--- config.mk ---
export PLATFORM = sky130hd
export DESIGN_NAME = fetch_pc_gen_flat
export DESIGN_NICKNAME = d
export VERILOG_FILES = /design/src/rtl/fetch_pkg.sv /design/src/rtl/fetch_pc_gen_if.sv /design/src/rtl/fetch_pc_reg.sv /design/src/rtl/fetch_pc_gen.sv /design/src/flat_wrapper.sv
export SDC_FILE = /design/constraint.sdc
export NUM_CORES = 1
export LEC_CHECK = 0
export ABC_CLOCK_PERIOD_IN_PS = 6350
export CORE_MARGIN = 2
export CORE_UTILIZATION = 50
export CTS_BUF_LIST = sky130_fd_sc_hd__clkbuf_8 sky130_fd_sc_hd__clkbuf_16
export CTS_CLUSTER_SIZE = 10
export DETAILED_ROUTE_END_ITERATION = 6
export HOLD_SLACK_MARGIN = 0.02
export MAX_ROUTING_LAYER = met4
export PLACE_DENSITY = 0.86
export SETUP_SLACK_MARGIN = 0.2
export SLEW_MARGIN = 10
export SYNTH_ARGS = -nofsm -noshare
export SYNTH_HDL_FRONTEND = slang
export SYNTH_HIERARCHICAL = 1
export SYNTH_SLANG_ARGS = --single-unit
export TNS_END_PERCENT = 5
--- constraint.sdc ---
create_clock -name clk -period 6.35 [get_ports clk]
set_input_delay 0.635 -clock clk [delete_from_list [all_inputs] [get_ports clk]]
set_output_delay 0.635 -clock clk [all_outputs]
set_load 0.05 [all_outputs]
--- src/rtl/fetch_pkg.sv ---
// Shared types and constants for the instruction-fetch PC generator.
package fetch_pkg;

    localparam int unsigned PC_W = 32;
    localparam logic [PC_W-1:0] PC_INC = 32'd4;
    localparam logic [PC_W-1:0] RESET_PC_DEF = 32'h0000_0000;

    typedef enum logic [2:0] {
        StIdle,
        StReq,
        StWait,
        StHold,
        StFault
    } fetch_state_e;

    typedef enum logic [1:0] {
        PcHold,
        PcInc,
        PcRedirect
    } pc_sel_e;

    function automatic logic pc_misaligned(input logic [PC_W-1:0] pc);
        return pc[1:0] != 2'b00;
    endfunction

endpackage

--- src/rtl/fetch_pc_gen_if.sv ---
// Fetch bus bundle: redirect input, instruction-memory request/response and decode port.
interface fetch_pc_gen_if;
    import fetch_pkg::*;

    logic            redirect_valid;
    logic [PC_W-1:0] redirect_pc;
    logic            imem_req_valid;
    logic [PC_W-1:0] imem_req_addr;
    logic            imem_req_ready;
    logic            imem_rsp_valid;
    logic [PC_W-1:0] imem_rsp_data;
    logic            instr_valid;
    logic [PC_W-1:0] instr_pc;
    logic [PC_W-1:0] instr_code;
    logic            instr_ready;
    logic            fetch_fault;

    modport master (
        input  redirect_valid, redirect_pc, imem_req_ready, imem_rsp_valid, imem_rsp_data,
        input  instr_ready,
        output imem_req_valid, imem_req_addr, instr_valid, instr_pc, instr_code, fetch_fault
    );

    modport slave (
        output redirect_valid, redirect_pc, imem_req_ready, imem_rsp_valid, imem_rsp_data,
        output instr_ready,
        input  imem_req_valid, imem_req_addr, instr_valid, instr_pc, instr_code, fetch_fault
    );

endinterface

--- src/rtl/fetch_pc_reg.sv ---
// Architectural fetch PC register with hold / +4 / redirect next-PC mux.
// FETCH_MISALIGN_CHECK_EN keeps redirect_pc[1:0]; otherwise the low bits are forced to zero.
module fetch_pc_reg
    import fetch_pkg::*;
#(
    parameter logic [PC_W-1:0] RESET_PC = RESET_PC_DEF
) (
    input  logic            clk,
    input  logic            rst_n,
    input  pc_sel_e         sel_i,
    input  logic [PC_W-1:0] redirect_pc_i,
    output logic [PC_W-1:0] pc_o
);

    logic [PC_W-1:0] pc_q, pc_d;
    logic [PC_W-1:0] target;

`ifdef FETCH_MISALIGN_CHECK_EN
    assign target = redirect_pc_i;
`else
    logic unused_lsb;
    assign unused_lsb = ^redirect_pc_i[1:0];
    assign target     = {redirect_pc_i[PC_W-1:2], 2'b00};
`endif

    always_comb begin
        pc_d = pc_q;
        unique case (sel_i)
            PcInc:      pc_d = pc_q + PC_INC;
            PcRedirect: pc_d = target;
            default:    pc_d = pc_q;
        endcase
    end

    always_ff @(posedge clk) begin
        if (!rst_n) begin
            pc_q <= RESET_PC;
        end else begin
            pc_q <= pc_d;
        end
    end

    assign pc_o = pc_q;

endmodule

--- src/rtl/fetch_pc_gen.sv ---
// Fetch PC generator: one outstanding imem request, redirect with stale-response kill.
// FETCH_MISALIGN_CHECK_EN enables the misaligned-redirect FAULT state and fetch_fault output.
module fetch_pc_gen
    import fetch_pkg::*;
#(
    parameter logic [PC_W-1:0] RESET_PC = RESET_PC_DEF
) (
    input logic            clk,
    input logic            rst_n,
    fetch_pc_gen_if.master bus
);

    fetch_state_e    state_q, state_d;
    logic            kill_q, kill_d;
    logic [PC_W-1:0] instr_pc_q, instr_pc_d;
    logic [PC_W-1:0] instr_code_q, instr_code_d;
    pc_sel_e         pc_sel;
    logic [PC_W-1:0] pc;
    fetch_state_e    redir_st, drain_st;

    fetch_pc_reg #(
        .RESET_PC(RESET_PC)
    ) u_pc_reg (
        .clk          (clk),
        .rst_n        (rst_n),
        .sel_i        (pc_sel),
        .redirect_pc_i(bus.redirect_pc),
        .pc_o         (pc)
    );

`ifdef FETCH_MISALIGN_CHECK_EN
    // A killed response must drain first; the pc then decides between FAULT and REQ.
    assign redir_st        = pc_misaligned(bus.redirect_pc) ? StFault : StReq;
    assign drain_st        = pc_misaligned(pc) ? StFault : StReq;
    assign bus.fetch_fault = (state_q == StFault);
`else
    assign redir_st        = StReq;
    assign drain_st        = StReq;
    assign bus.fetch_fault = 1'b0;
`endif

    always_comb begin
        state_d      = state_q;
        kill_d       = kill_q;
        instr_pc_d   = instr_pc_q;
        instr_code_d = instr_code_q;
        pc_sel       = PcHold;

        if (bus.redirect_valid) begin
            pc_sel = PcRedirect;
            unique case (state_q)
                StReq: begin
                    if (bus.imem_req_ready) begin
                        kill_d  = 1'b1;
                        state_d = StWait;
                    end else begin
                        state_d = redir_st;
                    end
                end
                StWait: begin
                    if (bus.imem_rsp_valid) begin
                        kill_d  = 1'b0;
                        state_d = redir_st;
                    end else begin
                        kill_d = 1'b1;
                    end
                end
                default: state_d = redir_st;
            endcase
        end else begin
            unique case (state_q)
                StIdle: state_d = StReq;
                StReq: begin
                    if (bus.imem_req_ready) begin
                        state_d = StWait;
                    end
                end
                StWait: begin
                    if (bus.imem_rsp_valid) begin
                        if (kill_q) begin
                            kill_d  = 1'b0;
                            state_d = drain_st;
                        end else begin
                            instr_pc_d   = pc;
                            instr_code_d = bus.imem_rsp_data;
                            state_d      = StHold;
                        end
                    end
                end
                StHold: begin
                    if (bus.instr_ready) begin
                        pc_sel  = PcInc;
                        state_d = StReq;
                    end
                end
                StFault: state_d = StFault;
                default: state_d = StIdle;
            endcase
        end
    end

    always_ff @(posedge clk) begin
        if (!rst_n) begin
            state_q      <= StIdle;
            kill_q       <= 1'b0;
            instr_pc_q   <= '0;
            instr_code_q <= '0;
        end else begin
            state_q      <= state_d;
            kill_q       <= kill_d;
            instr_pc_q   <= instr_pc_d;
            instr_code_q <= instr_code_d;
        end
    end

    assign bus.imem_req_valid = (state_q == StReq);
    assign bus.imem_req_addr  = pc;
    assign bus.instr_valid    = (state_q == StHold);
    assign bus.instr_pc       = instr_pc_q;
    assign bus.instr_code     = instr_code_q;

endmodule

--- src/flat_wrapper.sv ---
// flat-port wrapper written by rule: the top's interface ports become plain ports
module fetch_pc_gen_flat import fetch_pkg::*;
#(
    parameter logic [PC_W-1:0] RESET_PC = RESET_PC_DEF
)
  (clk, rst_n, bus_redirect_valid, bus_redirect_pc, bus_imem_req_ready, bus_imem_rsp_valid, bus_imem_rsp_data, bus_instr_ready, bus_imem_req_valid, bus_imem_req_addr, bus_instr_valid, bus_instr_pc, bus_instr_code, bus_fetch_fault);
  fetch_pc_gen_if bus_i ();
  input logic clk;
  input logic rst_n;
  input wire logic [$bits(bus_i.redirect_valid)-1:0] bus_redirect_valid;
  input wire logic [$bits(bus_i.redirect_pc)-1:0] bus_redirect_pc;
  input wire logic [$bits(bus_i.imem_req_ready)-1:0] bus_imem_req_ready;
  input wire logic [$bits(bus_i.imem_rsp_valid)-1:0] bus_imem_rsp_valid;
  input wire logic [$bits(bus_i.imem_rsp_data)-1:0] bus_imem_rsp_data;
  input wire logic [$bits(bus_i.instr_ready)-1:0] bus_instr_ready;
  output wire logic [$bits(bus_i.imem_req_valid)-1:0] bus_imem_req_valid;
  output wire logic [$bits(bus_i.imem_req_addr)-1:0] bus_imem_req_addr;
  output wire logic [$bits(bus_i.instr_valid)-1:0] bus_instr_valid;
  output wire logic [$bits(bus_i.instr_pc)-1:0] bus_instr_pc;
  output wire logic [$bits(bus_i.instr_code)-1:0] bus_instr_code;
  output wire logic [$bits(bus_i.fetch_fault)-1:0] bus_fetch_fault;
  assign bus_i.redirect_valid = bus_redirect_valid;
  assign bus_i.redirect_pc = bus_redirect_pc;
  assign bus_i.imem_req_ready = bus_imem_req_ready;
  assign bus_i.imem_rsp_valid = bus_imem_rsp_valid;
  assign bus_i.imem_rsp_data = bus_imem_rsp_data;
  assign bus_i.instr_ready = bus_instr_ready;
  assign bus_imem_req_valid = bus_i.imem_req_valid;
  assign bus_imem_req_addr = bus_i.imem_req_addr;
  assign bus_instr_valid = bus_i.instr_valid;
  assign bus_instr_pc = bus_i.instr_pc;
  assign bus_instr_code = bus_i.instr_code;
  assign bus_fetch_fault = bus_i.fetch_fault;
  fetch_pc_gen #(.RESET_PC(RESET_PC)) u_core (.clk(clk), .rst_n(rst_n), .bus(bus_i));
endmodule
# Word-level counts from Yosys, hierarchy flattened
# Index checks and enable logic that the tools add are counted.
# totals
regBits,100
inputBits,70
# op_classes
n_addsub,1
eq_ne,10
n_reduce_logical,8
bitwise_logic,2
mux,19
# ops
op,count
one-hot mux 32 bit (2 select lines),1
"adder 32 x 3 -> 32 bit, second input constant",1
2-to-1 mux 3 bit,5
one-hot mux 3 bit (5 select lines),1
"!= test 3 bit, second input constant",3
2-to-1 mux 2 bit,4
AND reduction 4 bit,2
nonzero test 2 bit,4
"equality test 3 x 2 -> 1 bit, second input constant",2
2-to-1 mux 1 bit,6
one-hot mux 3 bit (2 select lines),1
"equality test 3 x 1 -> 1 bit, second input constant",1
"equality test 3 bit, second input constant",1
zero test 3 bit,1
AND reduction 3 bit,1
"equality test 2 x 1 -> 1 bit, second input constant",1
"equality test 2 bit, second input constant",1
"!= test 2 bit, second input constant",1
NOT 1 bit,2
one-hot mux 1 bit (2 select lines),1

# Depth between registers and ports, before layout
# depth
ltp_word,5
ltp_mapped,12
ltp_nobuf,9

# By module
# Netlist, hierarchy kept.
# by_module_without_submodules
mod,area_each_um2,n_inst,cells_each
fetch_pc_gen,3016.6,1,315
fetch_pc_reg,2190.9,1,277

# Worst setup path before layout
# No wires, ideal clock.
# synth_timing
path_kind,reg-to-reg
start,reg u_core.state_q[0]
end,reg u_core.u_pc_reg.pc_q[22] (netlist: u_core/u_pc_reg/pc_o[22])
arrival_ns,2.479
n_path_buf,2
path_slack_ns,3.792
path_stages_with_launch,11
t_required_ns,6.271
cell_sequence,dfxtp_1 buf_4 and3_1 and3b_1 inv_1 ha_1 clkbuf_1 nand2b_1 or3_1 or4_1 o211ai_1
# synth_via
elab_chain_len,5
elab_cells_between_ends,7
classes_between,eq/ne: 3; mux: 3; reduce/logical: 1
# synth_rtl
item,line,source
from (decl),fetch_pc_gen.sv:13,"fetch_state_e state_q, state_d;"
from (signal assigned),fetch_pc_gen.sv:104,state_q <= StIdle;
from (signal assigned),fetch_pc_gen.sv:109,state_q <= state_d;
equality test 3 x 2 -> 1 bit *,-,
net bus_instr_valid,flat_wrapper.sv:18,output wire logic [$bits(bus_i.instr_valid)-1:0] bus_instr_valid;
2-to-1 mux 2 bit *,fetch_pc_gen.sv:71,unique case (state_q)
2-to-1 mux 2 bit *,fetch_pc_gen.sv:49,if (bus.redirect_valid) begin
net u_core.pc_sel[0],fetch_pc_gen.sv:17,pc_sel_e pc_sel;
equality test 2 bit or equality test 2 x 1 -> 1 bit (tied branches),fetch_pc_reg.sv:28,unique case (sel_i)
one-hot mux 32 bit (2 select lines) or nonzero test 2 bit (tied branches),-,
to (signal assigned),fetch_pc_reg.sv:39,pc_q <= pc_d;
to (decl),fetch_pc_reg.sv:15,"logic [PC_W-1:0] pc_q, pc_d;"
# The timed path passes the listed nets; every way through them passes the cells marked *.
# A chain may end at the register's enable or synchronous reset.

# Worst setup path after layout
# layout_timing
start,in bus_redirect_valid
end,reg u_core.u_pc_reg.pc_q[16] (netlist: u_core/u_pc_reg/pc_o[16])
# layout_via
elab_chain_len,3
elab_cells_between_ends,5
classes_between,eq/ne: 2; mux: 2; reduce/logical: 1
# layout_rtl
item,line,source
from (decl),flat_wrapper.sv:10,input wire logic [$bits(bus_i.redirect_valid)-1:0] bus_redirect_valid;
2-to-1 mux 2 bit *,fetch_pc_gen.sv:49,
net u_core.pc_sel[0],fetch_pc_gen.sv:17,
equality test 2 bit or equality test 2 x 1 -> 1 bit (tied branches),fetch_pc_reg.sv:28,
one-hot mux 32 bit (2 select lines) or nonzero test 2 bit (tied branches),-,
# Marks and branches as above.

==> metrics.md <==
| Metric | Value |
|---|---|
| Status | `finished clean` |
| Non-filler cells, final | `864` |
| Worst r2r dst | `u_core/u_pc_reg/pc_o[16]` |
| Total Power | `1.42 mW` |
| Slew Viols, Final | `0` |
| DIE WIDTH | `106 um` |
| Syn. warnings | `6` |
| Clk pwr share | `32.5%` |
| CTS Buf Count | `9` |
| Startpoint types | `primary input` |
| Port Buffers | `163` |
| Top FF cell, synth | `dfxtp_1` |
| Via Count | `4993` |
| Cell variety after synth | `75` |
| Internal power | `988 uW` |
| Crit path launch | `bus_redirect_valid` |
| Dominant cells by area after synthesis | `dfxtp_1 38%, a21boi_2 13%, nand2_1 9.7%` |
| Hold Path Class | `reg2reg` |
| Crit path largest cell delay | `0.57 ns` |
| Remaining Overflow, GRT | `0` |
| Skew final | `0.0119 ns` |
| Die height | `106 um` |
| Via density | `5.78` |
| Stages on worst setup path | `9` |
| Kind of critical path | `in2reg` |
| Most frequent cell after synthesis | `nand2_1` |
| Max Fclk | `309 MHz` |
| CTS tree | `yes` |
| Placed cells | `849` |
| Sw Ratio | `30.2%` |
| Async SR Flop Fraction | `0%` |
| Worst slew pin tran | `0.929 ns` |
| Fin worst setup slack | `3.11 ns` |
| Combinational group share of total power | `19.7%` |
| Antenna cells | `0` |
| Ratio of cells with drive above 1 in the final layout | `16.8%` |
| Cell Chain, Critical Path | `clkdlybuf4s50_1 -> and3b_1 -> inv_1 -> ha_1 -> buf_4 -> clkinv_1 -> nand2_1 -> o221ai_1 -> nor3b_1` |
| # hold bufs at CTS | `0` |
| CTS Buffer Depth | `2` |
| Post-Syn Area | `0.00521 sq mm` |
| Clock H-tree levels | `3` |
| Root Buffer | `clkbuf_8` |
| First-pass GRT wire length | `23.1 mm` |
| Clock latency on the worst-skew pair | `0.37 ns` |
| Fin. Hold Viols | `0` |
| P per Cell Area | `205 mW/mm^2` |
| Critical Path Fanout Max | `34` |
| Pre-CTS setup slack | `2.82 ns` |
| Crit end category | `register` |
| Die Area | `0.0112 sq mm` |
| Tcrit/Tclk final | `50.9%` |
| Post-synthesis register bit count | `98` |
| Critical Path AT | `3.50 ns` |
| Post-CTS setup buffers | `0` |
| Row cnt | `37` |
| DR iter-0 viols | `377` |
| Bufs and invs on worst path | `4` |
| Tmin final | `3.24 ns` |
| Syn_area_per_cell | `8.80 sq um` |
| Area grow syn2layout | `32.9%` |
| Synth area leader | `dfxtp_1` |
| Max-cap violations | `0` |
| Slowest-stage cell, CP | `clkinv_1` |
| Wire per inst | `16.6 um` |
| Post-synthesis sequential area ratio | `37.7%` |
| Core Area | `0.0102 sq mm` |
| DP HPWL | `9.84 mm` |
| Psw | `427 uW` |
| Cells after synthesis | `592` |
| Antenna-violating nets left | `0` |
| Routability Congestion | `0.874` |
| # DRC | `0` |
| Reg power frac | `47.8%` |
| Reg2reg start | `u_core/state_q[0]` |
| Post-Route WL | `14.4 mm` |
| CP delay by family, top | `buffers and inverters` |
| Worst EP required | `6.62 ns` |
| Reg-to-reg setup timing slack | `3.29 ns` |
| Setup TNS | `0 ns` |
| RSZ-0062 raised after global routing | `false` |
| Vias in the first global route | `4815` |
| Peak supply drop | `0.000136 V` |
| Synth cell count leaders | `134 x nand2_1, 98 x dfxtp_1, 60 x a21boi_2` |
| LEAKAGE | `2.29 nW` |
| Resized Gates After CTS | `0` |
| Fin nets | `796` |
| Top-area cell type share of the netlist area | `37.7%` |
| Io pins | `169` |
| Final setup vio count | `0` |
| Antenna violations before repair | `0` |
| Sink Count | `98` |
| Crit path to | `u_core/u_pc_reg/pc_o[16]` |
| Slew headroom | `37.9%` |
| Worst-path clk slew | `0.09 ns` |
| Pin count of the biggest net entering global routing | `111` |
| Post-synth EDFFs | `0` |
| Starting Density | `50.9%` |
| R2r worst-path depth | `9` |
| DRT Pass-1 Iters | `5` |
| Gr usage total | `25.8%` |
==> cell families after synthesis <==
| group | synth area share (%) |
|---|---|
| AOI/OAI and AO/OA | 27.7 |
| adders and majority gates | 0.480 |
| buffers and inverters | 6.97 |
| DFF | 37.7 |
| muxes | 0.384 |
| other | 0.144 |
| and+or+nand+nor | 26.6 |
==> registers in the layout, summed over array words and instances (netlist names) <==
signal                 flops
u_core/bus.instr_code     32
u_core/bus.instr_pc       32
u_core/u_pc_reg/pc_o      30
u_core/state_q             3
u_core/kill_q              1
==> per-layer routing <==
layer	share of wire, %	routed length (um)	vias to the layer above	global-route usage (%)
li1	-	-	2370	-
met1	41	5880	2347	31.7
met2	51	7290	245	43.5
met3	6.5	937	31	3.25
met4	1.9	276	0	9.68
met5	0	0	-	-
==> power groups by stage <==
stage	combinational [mW]	clock (mW)	sequential, mW
after floorplan	0.123	0	0.743
after global placement	0.271	0	0.687
after detailed placement	0.277	0	0.690
after CTS	0.278	0.467	0.676
after global routing	0.296	0.490	0.681
final	0.279	0.460	0.677
==> stage by stage <==
| stage | utilization [%] | area (sq um) | hold slack (ns) |
|---|---|---|---|
| after detailed placement | 65.5 | 6700 | 0.456 |
| after global placement | 65.5 | 6700 | 0.451 |
| after floorplan | - | 5210 | 0.547 |
| after global routing | 67.6 | 6920 | 0.487 |
| after CTS | 67.6 | 6920 | 0.469 |
| final | 67.6 | 6920 | 0.467 |
==> placed cells by master (no fill, tap or decap), drive strengths merged, types with 6 or more instances in the layout <==
| master | n |
|---|---|
| o211ai | 11 |
| a31oi | 10 |
| nor3 | 12 |
| nand4 | 9 |
| nand3 | 20 |
| a21boi | 68 |
| nor2 | 14 |
| nand2 | 154 |
| a22o | 6 |
| dfxtp | 98 |
| o21ai | 20 |
| inv | 7 |
| clkbuf | 10 |
| a21oi | 12 |
| o31a | 6 |
| clkdlybuf4s50 | 162 |
| nor4 | 7 |
| and3 | 14 |
==> worst min-delay path by stage <==
stage,from,end,slack [ns],cells after the start
after floorplan,u_core/state_q[2],u_core/state_q[2],0.55,1
after global placement,u_core/bus.instr_code[31],u_core/bus.instr_code[31],0.45,2
after detailed placement,u_core/bus.instr_code[3],u_core/bus.instr_code[3],0.46,2
after CTS,u_core/bus.instr_code[3],u_core/bus.instr_code[3],0.47,2
after global routing,u_core/bus.instr_code[20],u_core/bus.instr_code[20],0.49,2
final,u_core/bus.instr_pc[27],u_core/bus.instr_pc[27],0.47,2
==> cell type report <==
cell class | count | area (sq um)
Clock buffer | 10 | 138
Clock inverter | 5 | 85.1
Fill cell | 822 | 3310
Inverter | 6 | 22.5
Multi-Input combinational cell | 442 | 2890
Sequential cell | 98 | 1960
Tap cell | 136 | 170
Timing Repair Buffer | 167 | 1660
==> worst reg2reg max path, delay by kind of cell (launching register included) <==
| kind | cells | cell delay (ns) |
|---|---|---|
| and+or+nand+nor | 4 | 1.05 |
| buffers and inverters | 3 | 0.96 |
| adders and majority gates | 1 | 0.27 |
| AOI/OAI and AO/OA | 1 | 0.15 |
| DFF | 1 | 0.55 |
No activity file was read; power rests on OpenSTA's default activity.
